$ cat src/rtl/noc_adapter_pkg.sv
// Shared sizing helpers for the multi-VC NoC ejection adapter.
// Used by noc_rr_arbiter and noc_outport_vc_handshake_adapter.
package noc_adapter_pkg;

    function automatic int vc_idx_w(input int num_vcs);
        return (num_vcs > 1) ? $clog2(num_vcs) : 1;
    endfunction

    function automatic int cnt_w(input int depth);
        return $clog2(depth) + 1;
    endfunction

    // Highest count at which the NoC may still launch a flit.
    function automatic int avail_thresh(input int depth, input int flight);
        return depth - 1 - flight;
    endfunction

    localparam int DefNumVCs = 2;
    localparam int DefDepth  = 4;
    localparam int VcIdxW    = vc_idx_w(DefNumVCs);
    localparam int CntW      = cnt_w(DefDepth);

endpackage

$ cat src/rtl/noc_rr_arbiter.sv
// Round-robin arbiter: grants the first requester above the last grant.
// Pointer resets to NumVCs-1 so VC0 wins first.
module noc_rr_arbiter
    import noc_adapter_pkg::*;
#(
    parameter int NumVCs = 2,
    localparam int IdxW = vc_idx_w(NumVCs)
) (
    input  logic              clk,
    input  logic              rst,
    input  logic [NumVCs-1:0] req,
    input  logic              adv,
    output logic [NumVCs-1:0] gnt,
    output logic [IdxW-1:0]   gnt_idx
);

    logic [IdxW-1:0] ptr;
    logic            found;

    always_comb begin
        gnt     = '0;
        gnt_idx = '0;
        found   = 1'b0;
        for (int i = 0; i < NumVCs; i++) begin
            if (!found && req[i] && (i > int'(ptr))) begin
                found   = 1'b1;
                gnt[i]  = 1'b1;
                gnt_idx = IdxW'(i);
            end
        end
        for (int i = 0; i < NumVCs; i++) begin
            if (!found && req[i] && (i <= int'(ptr))) begin
                found   = 1'b1;
                gnt[i]  = 1'b1;
                gnt_idx = IdxW'(i);
            end
        end
    end

    always_ff @(posedge clk) begin
        if (rst) begin
            ptr <= IdxW'(NumVCs - 1);
        end else if (adv && found) begin
            ptr <= gnt_idx;
        end
    end

endmodule

$ cat src/rtl/noc_outport_vc_handshake_adapter.sv
// Multi-VC NoC ejection adapter: per-VC skid buffers merged by round robin.
// Optional sticky overflow detection: define NOC_OUTPORT_OVF_DETECT_EN.
module noc_outport_vc_handshake_adapter
    import noc_adapter_pkg::*;
#(
    parameter int DataWidth  = 32,
    parameter int NumVCs     = 2,
    parameter int Depth      = 4,
    parameter int FlightTime = 2,
    localparam int IdxW = vc_idx_w(NumVCs)
) (
    input  logic                 clk,
    input  logic                 rst,
    input  logic [DataWidth-1:0] data_i,
    input  logic                 data_valid_i,
    input  logic [IdxW-1:0]      vc_i,
    output logic [NumVCs-1:0]    avail_o,
    output logic [DataWidth-1:0] data_o,
    output logic                 data_valid_o,
    output logic [IdxW-1:0]      vc_o,
    input  logic                 full_i,
    output logic                 overflow_o
);

    localparam int BufCntW = cnt_w(Depth);
    localparam int PtrW    = $clog2(Depth);
    localparam logic [BufCntW-1:0] Thresh =
        BufCntW'(avail_thresh(Depth, FlightTime));
    localparam logic [BufCntW-1:0] Full = BufCntW'(Depth);

    logic [NumVCs-1:0]    req;
    logic [NumVCs-1:0]    gnt;
    logic [NumVCs-1:0]    wr_hit;
    logic [NumVCs-1:0]    pop_v;
    logic [IdxW-1:0]      gnt_idx;
    logic [DataWidth-1:0] head [NumVCs];
    logic [BufCntW-1:0]   count [NumVCs];
    logic                 load_en;
    logic                 pop;

    assign load_en = !data_valid_o || !full_i;
    assign pop     = load_en && (|req);

    for (genvar v = 0; v < NumVCs; v++) begin : g_vc
        logic [DataWidth-1:0] mem [Depth];
        logic [PtrW-1:0]      wr_ptr;
        logic [PtrW-1:0]      rd_ptr;
        logic [BufCntW-1:0]   cnt;
        logic                 do_wr;

        if (NumVCs == 1) begin : g_one
            logic unused_vc;
            assign unused_vc = ^vc_i;
            assign wr_hit[v] = data_valid_i;
        end else begin : g_many
            assign wr_hit[v] = data_valid_i && (vc_i == IdxW'(v));
        end

        assign do_wr      = wr_hit[v] && (cnt != Full);
        assign pop_v[v]   = pop && gnt[v];
        assign req[v]     = (cnt != '0);
        assign avail_o[v] = (cnt <= Thresh);
        assign count[v]   = cnt;
        assign head[v]    = mem[rd_ptr];

        always_ff @(posedge clk) begin
            if (do_wr) begin
                mem[wr_ptr] <= data_i;
            end
        end

        always_ff @(posedge clk) begin
            if (rst) begin
                wr_ptr <= '0;
                rd_ptr <= '0;
                cnt    <= '0;
            end else begin
                if (do_wr) begin
                    wr_ptr <= wr_ptr + PtrW'(1);
                end
                if (pop_v[v]) begin
                    rd_ptr <= rd_ptr + PtrW'(1);
                end
                unique case ({do_wr, pop_v[v]})
                    2'b10:   cnt <= cnt + BufCntW'(1);
                    2'b01:   cnt <= cnt - BufCntW'(1);
                    default: cnt <= cnt;
                endcase
            end
        end
    end

    noc_rr_arbiter #(
        .NumVCs(NumVCs)
    ) u_arb (
        .clk    (clk),
        .rst    (rst),
        .req    (req),
        .adv    (load_en),
        .gnt    (gnt),
        .gnt_idx(gnt_idx)
    );

    always_ff @(posedge clk) begin
        if (rst) begin
            data_valid_o <= 1'b0;
            data_o       <= '0;
            vc_o         <= '0;
        end else if (load_en) begin
            if (|req) begin
                data_o       <= head[gnt_idx];
                vc_o         <= gnt_idx;
                data_valid_o <= 1'b1;
            end else begin
                data_valid_o <= 1'b0;
            end
        end
    end

`ifdef NOC_OUTPORT_OVF_DETECT_EN
    logic [NumVCs-1:0] ovf_ev;

    for (genvar v = 0; v < NumVCs; v++) begin : g_ovf
        assign ovf_ev[v] = wr_hit[v] && (count[v] == Full);
    end

    always_ff @(posedge clk) begin
        if (rst) begin
            overflow_o <= 1'b0;
        end else if (|ovf_ev) begin
            overflow_o <= 1'b1;
        end
    end

`ifndef SYNTHESIS
    always_ff @(posedge clk) begin
        if (!rst) begin
            for (int v = 0; v < NumVCs; v++) begin
                if (ovf_ev[v]) begin
                    $error("noc adapter overflow on VC %0d", v);
                end
            end
        end
    end
`endif
`else
    assign overflow_o = 1'b0;
`endif

endmodule

$ cat config.mk
export PLATFORM = sky130hd
export DESIGN_NAME = noc_outport_vc_handshake_adapter
export DESIGN_NICKNAME = d
export VERILOG_FILES = /design/src/rtl/noc_adapter_pkg.sv /design/src/rtl/noc_rr_arbiter.sv /design/src/rtl/noc_outport_vc_handshake_adapter.sv
export SDC_FILE = /design/constraint.sdc
export NUM_CORES = 1
export LEC_CHECK = 0
export ABC_CLOCK_PERIOD_IN_PS = 7150
export BUFFER_PORTS_ARGS = -buffer_cell sky130_fd_sc_hd__buf_2
export CAP_MARGIN = 30
export CORE_ASPECT_RATIO = 1.25
export CORE_MARGIN = 2
export CORE_UTILIZATION = 40
export DETAILED_ROUTE_END_ITERATION = 8
export HOLD_SLACK_MARGIN = 0.03
export PLACE_DENSITY = 0.55
export SLEW_MARGIN = 20
export SYNTH_ARGS = -nofsm -noshare
export SYNTH_HDL_FRONTEND = slang
export SYNTH_SLANG_ARGS = --single-unit
$ cat constraint.sdc
create_clock -name clk -period 7.15 [get_ports clk]
set_clock_uncertainty 0.1 [all_clocks]
set_input_delay 1.43 -clock clk [delete_from_list [all_inputs] [get_ports clk]]
set_output_delay 1.43 -clock clk [all_outputs]
set_load 0.01 [all_outputs]
Word-level counts from Yosys, hierarchy flattened
Memory sizes are Yosys's and may differ from the RTL's. A register that Yosys moved wholly into a read port is not among the register bits.
Cells that the tools add are included.
{"block": "totals", "regBits": 49, "ram_bits": 256, "in_bits": 37, "out_inout_bits": 37, "mem_count": 2}
{"name": "g_vc[0].mem", "depth": 4, "word_bits": 32, "rd": 1, "rd_clocked_by_memory_dff": 1, "wr": 1, "line_no": "noc_outport_vc_handshake_adapter.sv:45", "source": "logic [DataWidth-1:0] mem [Depth];"}
{"name": "g_vc[1].mem", "depth": 4, "word_bits": 32, "rd": 1, "rd_clocked_by_memory_dff": 1, "wr": 1, "line_no": "noc_outport_vc_handshake_adapter.sv:45"}
{"block": "op_classes", "add_sub_neg": 8, "n_lt_le_gt_ge": 5, "eq_ne": 6, "muxes": 21, "bitwise_logic": 2, "reduce_logical": 23}
{"cell": "$mux 32", "count": 3}
{"cell": "$logic_and 1x1->1", "count": 12}
{"cell": "$mux 1", "count": 12}
{"cell": "$pmux 3 s2", "count": 2}
{"cell": "$add 2x1->2 const B", "count": 4}
{"cell": "$mux 2", "count": 4}
{"cell": "$add 3x1->3 const B", "count": 2}
{"cell": "$le 3x1->1 const B", "count": 2}
{"cell": "$ne 3x3->1 const B", "count": 2}
{"cell": "$reduce_bool 3->1", "count": 2}
{"cell": "$sub 3x1->3 const B", "count": 2}
{"cell": "$eq 2x1->1 const B", "count": 2}
{"cell": "$eq 2x2->1 const B", "count": 2}
{"cell": "$logic_not 1->1", "count": 4}
{"cell": "$reduce_bool 2->1", "count": 2}
{"cell": "$ge 2x2->1 const B", "count": 1}
{"cell": "$not 1->2", "count": 1}
{"cell": "$reduce_and 2->1", "count": 1}
{"cell": "$reduce_or 2->1", "count": 1}
{"cell": "$gt 1x1->1 const A", "count": 1}
{"cell": "$le 1x1->1 const A", "count": 1}
{"cell": "$logic_or 1x1->1", "count": 1}
{"cell": "$not 1->1", "count": 1}

Depth between registers and ports, before layout
{"block": "logic_depth", "depth_word": 14, "mapped_depth": 9, "ltp_nobuf": 9}

Modules after synthesis
A second synthesis with hierarchy kept.
{"block": "unflattened", "cells_unflattened": 621, "hier_area_um2": 12012.8}
{"mod": "noc_outport_vc_handshake_adapter", "n_inst": 1, "cells_each": 613, "area_each_um2": 11944.0, "seq_area_each_um2": 8728.4}
{"mod": "noc_rr_arbiter", "n_inst": 1, "cells_each": 8, "area_each_um2": 68.8, "seq_area_each_um2": 20.0}

Worst setup path before layout
Ideal clock, no wire load.
{"block": "synth_path", "path_kind": "input to register", "start": "input vc_i", "end": "memory g_vc[0].mem[0][0], enable pin", "setup_ns": 0.392, "arrival_time_ns": 2.859, "required_time_ns": 6.658, "setup_slack_ns": 3.799, "stages": 2, "cell_sequence": "a211oi_1 > and2_1"}
{"block": "synth_between", "elab_chain_len": 5}
{"element": "start: declaration", "line_no": "noc_outport_vc_handshake_adapter.sv:16", "source": "input logic [IdxW-1:0] vc_i,"}
{"element": "$not 1->1", "line_no": "noc_outport_vc_handshake_adapter.sv:56", "source": "assign wr_hit[v] = data_valid_i && (vc_i == IdxW'(v));"}
{"element": "$logic_and 1x1->1", "line_no": "noc_outport_vc_handshake_adapter.sv:56"}
{"element": "$logic_and 1x1->1", "line_no": "noc_outport_vc_handshake_adapter.sv:59", "source": "assign do_wr = wr_hit[v] && (cnt != Full);"}
{"element": "$mux 1", "line_no": "noc_outport_vc_handshake_adapter.sv:67", "source": "if (do_wr) begin"}
{"element": "$mux 1 (not written as such)", "line_no": "noc_outport_vc_handshake_adapter.sv:68", "source": "mem[wr_ptr] <= data_i;"}
{"element": "end: declaration", "line_no": "noc_outport_vc_handshake_adapter.sv:45"}
Every way passes these cells.

Worst setup path after layout
{"block": "layout_path", "start": "input vc_i", "end": "memory g_vc[0].mem[1][11], enable pin"}
Same word-level chain as after synthesis.

==> impl_metrics.csv <==
group,metric,value,unit
place,dp_hpwl,13.8,mm
cells_and_area,antennaDiodeCount,0,
power_and_ir_drop,p_comb_share,19.5,%
routing,ant_nets,0,
sta,rsz0062_at_grt,"false",
flow_run,cap_violations,0,
yosys,syn_area_per_cell,20.8,µm²
grt,grt_pass1_wl,34.4,mm
grt,grt_usage,14.8,%
sta,final-setup-viol-count,0,
power_and_ir_drop,p_leak,4.72,nW
yosys,synth-seq-area-share,73.9,%
cells_and_area,drive_gt1_share,27.7,%
sta,period_needed,3.12,ns
sta,fmax,0.321,GHz
power_and_ir_drop,clkPwrFrac,36.1,%
yosys,synth_area,11800,µm²
power_and_ir_drop,irDropWorstVdd,0.143,mV
routing,wl_per_cell,20.9,µm
clocking,hold_buffers,0,
power_and_ir_drop,p_seq_share,44.4,%
die,core_area,29200,µm²
routing,drcViolationCount,0,
yosys,synth_seq_cells,309,
die,num_rows,70,
routing,wl,22.5,mm
clocking,cts_setup_buffers,0,
clocking,cts_tree,"done",
grt,antenna_found_initial,1,
critical_path,required,7.22,ns
grt,grt_max_degree,33,
sta,relSlewSlack,36.3,%
yosys,syn_inst,569,
power_and_ir_drop,p_per_area,357,nW/µm²
sta,worst_pin_slew,0.955,ns
die,dieArea,31000,µm²
cells_and_area,design_area,13900,µm²
routing,drtIter0Drc,299,
routing,dr.pass1.iters,4,
cells_and_area,areaGrowthSynthToFinish,17.1,%
clocking,clk_path_buf_depth,3,
clocking,clock_latency,0.56,ns
clocking,htree_levels,1,
yosys,ys.warnings.count,0,
die,initial_core_util,40.6,%
sta,tns,0,ns
power_and_ir_drop,netSwitchingPower,1.27,mW
sta,slew_viol_final,0,
die,pin_count,74,
yosys,synth_cell_type_count,35,
power_and_ir_drop,p_int,3.68,mW
place,portBuffers,72,
place,gp_congestion,0.706,
routing,num_vias,5483,
cells_and_area,nets,713,
place,placedInstanceArea,12600,µm²
grt,grt_pass1_vias,6000,
die,die_w,158,µm
clocking,cts_made_buffers,30,
critical_path,crit_arrival,3.19,ns
die,chipHeight,196,µm
critical_path,critical_path_class,"primary input to flip-flop",
yosys,syn-num-nets,624,
sta,fin_crit_sh,43.6,%
critical_path,crit_path_end_kind,"flip-flop",
critical_path,crit_path_start_kind,"primary input",
clocking,clk_pin_slew,0.06,ns
hold_path,min_path_type,"flip-flop to flip-flop",
clocking,cts_resized,0,
power_and_ir_drop,switching_share,25.6,%
grt,overflow,0,
critical_path,cp_max_fo,32,
routing,vias_per_cell,5.09,
clocking,clockRootBuffer,"clkbuf_16",
sta,hold_viol,0,
clocking,cts.sink_count,309,
status,outcome,"finished, final reports clean",
-- path summary, 6_finish.rpt --
check / startpoint / to / slack (ns) / cells past startpoint
hold / removal: data_o[16] / data_o[16] / 0.38 / 1
hold reg to reg: data_o[16] / data_o[16] / 0.38 / 1
setup reg to reg: g_vc[0].cnt[0] / g_vc[0].mem[1][11] / 4.24 / 4
setup / recovery: vc_i / g_vc[0].mem[1][11] / 4.03 / 3
-- synthesized netlist by cell type --
cell type,n,share of area [%]
buf_1,2,0.063
o2111ai_1,2,0.15
o21ai_0,3,0.13
o2111ai_2,1,0.13
nor2b_2,1,0.074
clkbuf_4,3,0.19
buf_6,11,1.0
o211ai_2,1,0.11
a211oi_1,3,0.19
mux4_1,29,6.4
buf_2,1,0.042
and2_1,8,0.42
a31oi_1,2,0.11
xnor2_1,3,0.22
nand2b_1,2,0.11
nand2_1,6,0.19
mux2i_1,4,0.34
nand3_1,2,0.085
inv_1,13,0.41
a221oi_2,1,0.13
a21oi_1,6,0.25
a221o_1,32,2.7
buf_4,1,0.063
inv_2,1,0.032
dfxtp_1,53,9.0
conb_1,1,0.032
xor2_1,7,0.52
nor2_1,17,0.54
edfxtp_1,256,65
nor2b_1,33,1.7
clkbuf_8,8,0.93
mux4_2,35,6.7
ha_1,18,1.9
a21oi_2,1,0.074
or3_1,2,0.11
-- power by group through the flow --
| stage | Clock, mW | Sequential (mW) | Combinational (mW) |
|---|---|---|---|
| 2_1_floorplan | 0 | 2.22 | 0.687 |
| 3_3_place_gp | 0 | 2.26 | 0.866 |
| 3_5_place_dp | 0 | 2.24 | 0.973 |
| 4_1_cts | 1.83 | 2.20 | 0.975 |
| 5_1_grt | 1.89 | 2.22 | 1.06 |
| 6_report | 1.79 | 2.20 | 0.965 |
-- registers in the layout (all words and copies together), names as in the netlist, named ones only --
| name | flops |
|---|---|
| data_o | 32 |
| data_valid_o | 1 |
| g_vc.cnt | 6 |
| g_vc.mem | 256 |
| g_vc.rd_ptr | 4 |
| g_vc.wr_ptr | 4 |
| u_arb.ptr | 1 |
| vc_o | 1 |
-- per-layer routing --
layer / part of all wire [%] / wire (µm) / GRT usage [%] / up-vias
met3: 4.3 / 972 / 2.22 / 34
met2: 54 / 12100 / 27.3 / 109
met1: 40 / 9020 / 17.8 / 2833
met5: 0.058 / 13 / 0 / -
li1: - / - / - / 2505
met4: 1.9 / 433 / 4.28 / 2
-- per-stage QoR --
step	hold WS, ns	util (%)	setup WS (ns)	std cells	power, mW
2_1_floorplan	0.385	-	3.80	569	2.91
3_3_place_gp	0.368	42.8	3.59	1013	3.12
3_5_place_dp	0.368	43.3	3.43	1019	3.21
4_1_cts	0.384	47.3	4.04	1075	5.00
5_1_grt	0.403	47.5	3.92	1078	5.17
6_report	0.379	47.5	4.03	1078	4.95
-- layout make-up --
type	count	area [µm²]
multi-input combinational	220	2800
tap	396	495
inverter	14	52.6
clock buffer	33	783
fill	2401	15300
timing repair buffer	83	623
sequential	309	8750
clock inverter	23	358
-- critical path, stage by stage --
cell      delay [ns]
buf_2           0.11
a211oi_1        0.70
and2_2          0.91
-- cell families (layout without fill, tap and decap cells) --
family | Yosys count | in the layout | synth area share, %
adders and majority gates | 18 | 18 | 1.90
other | 1 | 1 | 0.0317
AOI/OAI and AO/OA | 52 | 52 | 3.96
buffers and inverters | 40 | 153 | 2.78
and+or+nand+nor | 71 | 71 | 3.27
xor gates and xnor gates | 10 | 10 | 0.740
DFF | 309 | 309 | 73.9
muxes | 68 | 68 | 13.4
-- cell usage in the layout, fill, tap and decap left out, types with 2 or more instances in the layout --
cell type / Yosys / routed
edfxtp_1: 256 / 256
buf_2: 1 / 72
dfxtp_1: 53 / 50
mux4_2: 35 / 35
nor2b_1: 33 / 33
a221o_1: 32 / 32
clkbuf_16: 0 / 31
mux4_1: 29 / 29
ha_1: 18 / 18
nor2_1: 17 / 16
inv_1: 13 / 13
bufinv_16: 0 / 9
buf_16: 0 / 9
and2_2: 0 / 8
xor2_1: 7 / 7
clkinv_2: 0 / 7
nand2_1: 6 / 6
a21oi_1: 6 / 6
mux2i_1: 4 / 4
a211oi_1: 3 / 3
xnor2_1: 3 / 3
o21ai_0: 3 / 3
dfxtp_2: 0 / 3
clkinvlp_4: 0 / 3
nand2b_1: 2 / 2
o2111ai_1: 2 / 2
or3_1: 2 / 2
a31oi_1: 2 / 2
nand3_1: 2 / 2
clkbuf_1: 0 / 2
clkinv_4: 0 / 2
buf_4: 1 / 2
(Power assumes the default switching activity.)
